===== src/rtl/ps2_kbd_ctrl_if.sv =====
// Bus bundle between the keyboard controller and its surroundings:
// the PS/2 decoder push strobe, the CPU read/write port and the
// registered read response with FIFO occupancy.
interface ps2_kbd_ctrl_if #(
    parameter int DEPTH_LOG2 = 3
);
    logic                  ps2_write;
    logic [7:0]            ps2_ascii;
    logic                  cpu_rd;
    logic                  cpu_wr;
    logic                  cpu_addr;
    logic [7:0]            cpu_wdata;
    logic [7:0]            cpu_rdata;
    logic                  cpu_rvalid;
    logic [DEPTH_LOG2:0]   count;

    // Drives characters and CPU accesses, observes responses
    modport master (
        output ps2_write, ps2_ascii, cpu_rd, cpu_wr, cpu_addr, cpu_wdata,
        input  cpu_rdata, cpu_rvalid, count
    );

    // The controller itself
    modport slave (
        input  ps2_write, ps2_ascii, cpu_rd, cpu_wr, cpu_addr, cpu_wdata,
        output cpu_rdata, cpu_rvalid, count
    );
endinterface


===== src/rtl/ps2_kbd_ctrl.sv =====
// PS/2 keyboard input controller: queues decoded characters in a
// 2^DEPTH_LOG2 x 8 FIFO, serves CPU DATA/STATUS reads through a
// registered one-cycle response, tracks a sticky overflow flag and
// accepts CONTROL writes (clear ovf, flush, irq enable).
// Optional feature macro: KBD_IRQ_EN adds the irq port, the irq_en
// control bit and STATUS bit7; without it those read/behave as zero.
module ps2_kbd_ctrl #(
    parameter int DEPTH_LOG2 = 3
) (
    input  logic            clk,
    input  logic            rst_n,
    ps2_kbd_ctrl_if.slave   bus
`ifdef KBD_IRQ_EN
    ,
    output logic            irq
`endif
);

    localparam int                    D       = 1 << DEPTH_LOG2;
    localparam logic [DEPTH_LOG2:0]   D_CNT   = (DEPTH_LOG2 + 1)'(D);
    localparam logic [DEPTH_LOG2:0]   CNT_ONE = (DEPTH_LOG2 + 1)'(1);
    localparam logic [DEPTH_LOG2-1:0] PTR_ONE = DEPTH_LOG2'(1);

    localparam logic [0:0] RIDLE = 1'b0;
    localparam logic [0:0] RRESP = 1'b1;

    // Occupancy shown in STATUS is a 4-bit field that saturates at 15
    function automatic logic [3:0] sat_cnt4(input logic [DEPTH_LOG2:0] c);
        logic [31:0] c32;
        c32 = 32'(c);
        if (c32 > 32'd15) begin
            return 4'd15;
        end else begin
            return c32[3:0];
        end
    endfunction

    logic [7:0]            mem_q [0:D-1];
    logic [DEPTH_LOG2-1:0] wp_q, wp_d;
    logic [DEPTH_LOG2-1:0] rp_q, rp_d;
    logic [DEPTH_LOG2:0]   cnt_q, cnt_d;
    logic                  ovf_q, ovf_d;
    logic [0:0]            state_q, state_d;
    logic [7:0]            rdata_q, rdata_d;

    logic       empty_s, full_s;
    logic       rd_data_s, ctrl_wr_s, flush_s;
    logic       pop_s, push_s, ovf_set_s;
    logic       irq_pend_s;
    logic [7:0] status_s;

    // Decode accesses and resolve push/pop/flush priority for this cycle
    always_comb begin
        empty_s   = (cnt_q == '0);
        full_s    = (cnt_q == D_CNT);
        rd_data_s = bus.cpu_rd && (bus.cpu_addr == 1'b0);
        ctrl_wr_s = bus.cpu_wr && (bus.cpu_addr == 1'b1);
        flush_s   = ctrl_wr_s && bus.cpu_wdata[1];
        // Flush wins: a concurrent pop returns zero, a concurrent push is lost silently
        pop_s     = rd_data_s && !empty_s && !flush_s;
        // A pop in the same cycle frees the slot a full FIFO needs
        push_s    = bus.ps2_write && !flush_s && (!full_s || pop_s);
        ovf_set_s = bus.ps2_write && !flush_s && full_s && !pop_s;
        status_s  = {irq_pend_s, sat_cnt4(cnt_q), ovf_q, full_s, !empty_s};
    end

    // Next pointers, occupancy and sticky overflow
    always_comb begin
        wp_d  = wp_q;
        rp_d  = rp_q;
        cnt_d = cnt_q;
        if (flush_s) begin
            wp_d  = '0;
            rp_d  = '0;
            cnt_d = '0;
        end else begin
            if (push_s) begin
                wp_d = wp_q + PTR_ONE;
            end else begin
                wp_d = wp_q;
            end
            if (pop_s) begin
                rp_d = rp_q + PTR_ONE;
            end else begin
                rp_d = rp_q;
            end
            case ({push_s, pop_s})
                2'b10:   cnt_d = cnt_q + CNT_ONE;
                2'b01:   cnt_d = cnt_q - CNT_ONE;
                default: cnt_d = cnt_q;
            endcase
        end
        // Setting overflow beats clearing it in the same cycle
        if (ovf_set_s) begin
            ovf_d = 1'b1;
        end else if (ctrl_wr_s && bus.cpu_wdata[0]) begin
            ovf_d = 1'b0;
        end else begin
            ovf_d = ovf_q;
        end
    end

    // Read response: data is sampled from pre-write state and held until the next read
    always_comb begin
        rdata_d = rdata_q;
        if (bus.cpu_rd) begin
            if (bus.cpu_addr == 1'b1) begin
                rdata_d = status_s;
            end else if (pop_s) begin
                rdata_d = mem_q[rp_q];
            end else begin
                rdata_d = 8'h00;
            end
        end else begin
            rdata_d = rdata_q;
        end
    end

    // Response FSM: every read, including back-to-back ones, yields one valid cycle
    always_comb begin
        case (state_q)
            RIDLE:   state_d = bus.cpu_rd ? RRESP : RIDLE;
            RRESP:   state_d = bus.cpu_rd ? RRESP : RIDLE;
            default: state_d = RIDLE;
        endcase
    end

    // FIFO storage; contents are discarded on reset through the pointers
    always_ff @(posedge clk) begin
        if (push_s) begin
            mem_q[wp_q] <= bus.ps2_ascii;
        end
    end

    // Control and response state registers
    always_ff @(posedge clk or negedge rst_n) begin
        if (!rst_n) begin
            wp_q    <= '0;
            rp_q    <= '0;
            cnt_q   <= '0;
            ovf_q   <= 1'b0;
            state_q <= RIDLE;
            rdata_q <= 8'h00;
        end else begin
            wp_q    <= wp_d;
            rp_q    <= rp_d;
            cnt_q   <= cnt_d;
            ovf_q   <= ovf_d;
            state_q <= state_d;
            rdata_q <= rdata_d;
        end
    end

    assign bus.cpu_rdata  = rdata_q;
    assign bus.cpu_rvalid = (state_q == RRESP);
    assign bus.count      = cnt_q;

`ifdef KBD_IRQ_EN
    logic irq_en_q, irq_en_d;
    logic irq_q, irq_d;

    // Interrupt enable load and level interrupt computed from the current queue state
    always_comb begin
        if (ctrl_wr_s) begin
            irq_en_d = bus.cpu_wdata[2];
        end else begin
            irq_en_d = irq_en_q;
        end
        irq_pend_s = irq_en_q && !empty_s;
        irq_d      = irq_pend_s;
    end

    // Interrupt registers
    always_ff @(posedge clk or negedge rst_n) begin
        if (!rst_n) begin
            irq_en_q <= 1'b0;
            irq_q    <= 1'b0;
        end else begin
            irq_en_q <= irq_en_d;
            irq_q    <= irq_d;
        end
    end

    assign irq = irq_q;

    logic unused_wdata_s;
    assign unused_wdata_s = ^bus.cpu_wdata[7:3];
`else
    assign irq_pend_s = 1'b0;

    logic unused_wdata_s;
    assign unused_wdata_s = ^bus.cpu_wdata[7:2];
`endif

endmodule


===== src/flat_wrapper.sv =====
// flat-port wrapper written by rule: the top's interface ports become plain ports
module ps2_kbd_ctrl_flat 
#(
    parameter int DEPTH_LOG2 = 3
)
  (clk, rst_n, bus_ps2_write, bus_ps2_ascii, bus_cpu_rd, bus_cpu_wr, bus_cpu_addr, bus_cpu_wdata, bus_cpu_rdata, bus_cpu_rvalid, bus_count);
  ps2_kbd_ctrl_if #(.DEPTH_LOG2(DEPTH_LOG2)) bus_i ();
  input  logic clk;
  input  logic rst_n;
  input wire logic [$bits(bus_i.ps2_write)-1:0] bus_ps2_write;
  input wire logic [$bits(bus_i.ps2_ascii)-1:0] bus_ps2_ascii;
  input wire logic [$bits(bus_i.cpu_rd)-1:0] bus_cpu_rd;
  input wire logic [$bits(bus_i.cpu_wr)-1:0] bus_cpu_wr;
  input wire logic [$bits(bus_i.cpu_addr)-1:0] bus_cpu_addr;
  input wire logic [$bits(bus_i.cpu_wdata)-1:0] bus_cpu_wdata;
  output wire logic [$bits(bus_i.cpu_rdata)-1:0] bus_cpu_rdata;
  output wire logic [$bits(bus_i.cpu_rvalid)-1:0] bus_cpu_rvalid;
  output wire logic [$bits(bus_i.count)-1:0] bus_count;
  assign bus_i.ps2_write = bus_ps2_write;
  assign bus_i.ps2_ascii = bus_ps2_ascii;
  assign bus_i.cpu_rd = bus_cpu_rd;
  assign bus_i.cpu_wr = bus_cpu_wr;
  assign bus_i.cpu_addr = bus_cpu_addr;
  assign bus_i.cpu_wdata = bus_cpu_wdata;
  assign bus_cpu_rdata = bus_i.cpu_rdata;
  assign bus_cpu_rvalid = bus_i.cpu_rvalid;
  assign bus_count = bus_i.count;
  ps2_kbd_ctrl #(.DEPTH_LOG2(DEPTH_LOG2)) u_core (.clk(clk), .rst_n(rst_n), .bus(bus_i));
endmodule

===== config.mk =====
export PLATFORM = sky130hd
export DESIGN_NAME = ps2_kbd_ctrl_flat
export DESIGN_NICKNAME = d
export VERILOG_FILES = /design/src/rtl/ps2_kbd_ctrl_if.sv /design/src/rtl/ps2_kbd_ctrl.sv /design/src/flat_wrapper.sv
export SDC_FILE = /design/constraint.sdc
export NUM_CORES = 1
export LEC_CHECK = 0
export CAP_MARGIN = 20
export CORE_MARGIN = 1
export CORE_UTILIZATION = 30
export DETAILED_ROUTE_END_ITERATION = 6
export SYNTH_ARGS = -nofsm -noshare
export SYNTH_HDL_FRONTEND = slang
export SYNTH_SLANG_ARGS = --single-unit
export TNS_END_PERCENT = 100

===== constraint.sdc =====
create_clock -name clk -period 4.49 [get_ports clk]
set_clock_uncertainty 0.1 [all_clocks]
set_input_delay 0.6735 -clock clk [delete_from_list [all_inputs] [get_ports clk]]
set_output_delay 0.6735 -clock clk [all_outputs]
set_load 0.1 [all_outputs]

==> flow_summary.ini <==
[status]
outcome = complete, but fails checks
violations = DRC

[synthesis]
ys_seq_area_share_pct = 66.78
ys_ff_latch = 84
syn_area_um2 = 3627
synth_top_area_share_pct = 52.98
yosysWarnings = 0
avgSynthCellArea_um2 = 16.49
synth_cells = 220
synth_area_leaders = edfxtp_1 (53%), dfrtp_1 (14%), mux4_1 (12%)
yosysUniqueCellTypes = 39
syn_nets = 246
synth_top_area_cell = edfxtp_1

[critical_path]
rr_startpoint = u_core.bus.count[0]$_DFFE_PN0P_
r2r_setup_slack_ns = 1.78
critPathLaunch = bus_cpu_addr
worstPathArrival_ns = 2.89
worstReg2RegEnd = u_core.bus.count[3]$_DFFE_PN0P_
cp_max_fo = 14
startpoint_type = input port
r2r_cells = 7
worstSetupEndpointType = flip-flop
worstPathRequired_ns = 4.35
crit_type = in -> reg

[global_routing]
grt.total_usage_pct = 12.31
grt_use_met2_pct = 19.09
grt_max_degree = 21
grt.overflow.total = 0
antenna_found_initial = 0
grt_pass1_vias = 2051
grt_pass1_wl_um = 11320
gr-usage-met1_pct = 16.04
top_usage_layer = met2
use_met3_pct = 3.974

[hold_path]
whs_endpoint = u_core.ovf_q$_DFFE_PN0P_
hold_path_depth = 2
worst_hold_path_type = reg -> reg
hp-start = u_core.ovf_q$_DFFE_PN0P_

[clock_tree]
cts_buffer_depth = 2
cts_buffers = 9
h-tree-depth = 3
clock-sinks = 84
cts_root_buf = clkbuf_16
path_clk_slew_ns = 0.06
ctsHoldBuffers = 0
cts_tree = done
clk_latency_ns = 0.34
ctsResizeCount = 0
post_cts.repair.setup_buffers = 0

[power]
powerDensity_nw_per_um2 = 645.6
peakVddDrop_uv = 208.9
power_mw = 2.799
leakage_nw = 1.510

[timing]
max_freq_mhz = 329.9
maxSlewHeadroom_pct = 35.00
setup_viol = 0
worstMarginPinSlew_ns = 0.9720
fin_crit_sh_pct = 67.52
whs_ns = 0.3948
setup_tns_ns = 0
slew_viol_final = 0
rsz0062_at_grt = false
finalHoldViolCount = 0
period_needed_ns = 3.032

[die]
dieArea_um2 = 12540
fp.coreArea_um2 = 11610
start_util_pct = 31.23
fp.dieH_um = 112.0
die_w_um = 112.0
io_pins = 35
core.rowCount = 39

[placed_design]
place_hpwl_um = 4527
placed_cell_area_um2 = 4068
port_buffers = 28
place.gp.congestion = 0.7407

[cells_and_area]
area_growth_pct = 19.52
layout-drive-gt1-share_pct = 12.40
final_util_pct = 37.33
nNetsFinal = 279
antenna_cells = 0
design_area_um2 = 4335

[routing]
wire_per_inst_um = 17.60
dr.pass1.iters = 6
via_per_inst = 5.050
vias = 2025
ant_nets = 0
drtIter0Drc = 126
drc = 3
wl_um = 7056

[flow_run]
drv_cap = 0
==> routing by layer <==
layer  vias to the layer above  part of all wire [%]
li1                        941                     -
met1                      1033                    46
met2                        45                    48
met3                         6                   4.8
met4                         0                   1.1
met5                         -                     0
==> kinds of logic (layout without fill, tap and decap cells) <==
| kind of cell | Yosys count | in the layout | share of synthesized area (%) |
|---|---|---|---|
| flops | 84 | 84 | 66.78 |
| simple gates | 49 | 49 | 6.623 |
| xor+xnor | 4 | 4 | 0.9660 |
| compound gates | 29 | 29 | 5.622 |
| buf+inv | 19 | 57 | 2.587 |
| mux | 31 | 31 | 16.04 |
| fa+ha+maj | 4 | 4 | 1.380 |
==> synthesized netlist by cell type (all sizes together) <==
master  instances
a22oi           4
a221oi          1
a31oi           4
ha              4
dfrtp          20
o32ai           1
o221ai          1
a21o            1
clkbuf          8
nand4           1
edfxtp         64
xnor2           3
nand2           8
mux2i           6
or3             1
and3            1
mux4           16
nand3           6
a311oi          1
nor3            5
nand4b          1
nor2b           1
nor4b           1
o211ai          4
nand3b          1
inv             6
o21ai           4
nand2b          4
xor2            1
o31ai           2
nor4            1
a21oi           6
mux2            9
buf             5
nor2           18
==> worst max-delay path by stage <==
stage	to	slack, ns	cells after the start
global placement	u_core.mem_q[6][4]$_DFFE_PP_	1.17	5
floorplan	u_core.bus.count[3]$_DFFE_PN0P_	1.58	8
global route	u_core.bus.count[3]$_DFFE_PN0P_	1.28	8
CTS	u_core.mem_q[6][4]$_DFFE_PP_	1.46	5
finish	u_core.mem_q[6][4]$_DFFE_PP_	1.46	5
detailed placement	u_core.mem_q[6][4]$_DFFE_PP_	1.12	5
==> metrics by stage <==
step | setup WS [ns] | cells
4_1_cts | 1.465 | 401
5_1_grt | 1.280 | 401
3_3_place_gp | 1.166 | 385
3_5_place_dp | 1.123 | 385
2_1_floorplan | 1.584 | 220
6_report | 1.458 | 401
==> placed cells by master (no fill, tap or decap), types with 5 or more instances in the layout <==
cell / count
dfrtp_1: 20
mux4_1: 16
nand2_1: 8
mux2_2: 9
mux2i_1: 6
nor3_1: 5
a21oi_1: 6
clkbuf_16: 9
nand3_1: 6
inv_1: 6
buf_4: 7
edfxtp_1: 64
clkdlybuf4s50_1: 28
nor2_1: 18
==> registers in the layout (all words and copies together), names as in the netlist <==
signal / count
u_core.mem_q: 64
u_core.bus.cpu_rdata: 8
u_core.bus.count: 4
u_core.rp_q: 3
u_core.wp_q: 3
u_core.bus.cpu_rvalid: 1
u_core.ovf_q: 1
==> critical path, stage by stage <==
cell and delay [ns]:
clkdlybuf4s50_1 0.67, nand2b_1 0.41, nand3_1 0.20, nand4b_1 0.20, nor2_1 0.73
==> where the power goes <==
| part | leakage, nW | switching (mW) | internal, mW |
|---|---|---|---|
| Sequential | 0.825 | 0.175 | 0.983 |
| Clock | 0.132 | 0.287 | 0.373 |
| Combinational | 0.553 | 0.605 | 0.375 |
==> area by class of cell <==
type / count / area, um2
multi-input cells: 117 / 1111
inverters: 6 / 22.52
repair buffers: 35 / 332.8
fillers: 1094 / 7278
clock inverters: 6 / 38.79
well taps: 143 / 178.9
clock buffers: 10 / 229.0
flip-flops and latches: 84 / 2422
Power figures use the tool's default switching activity.
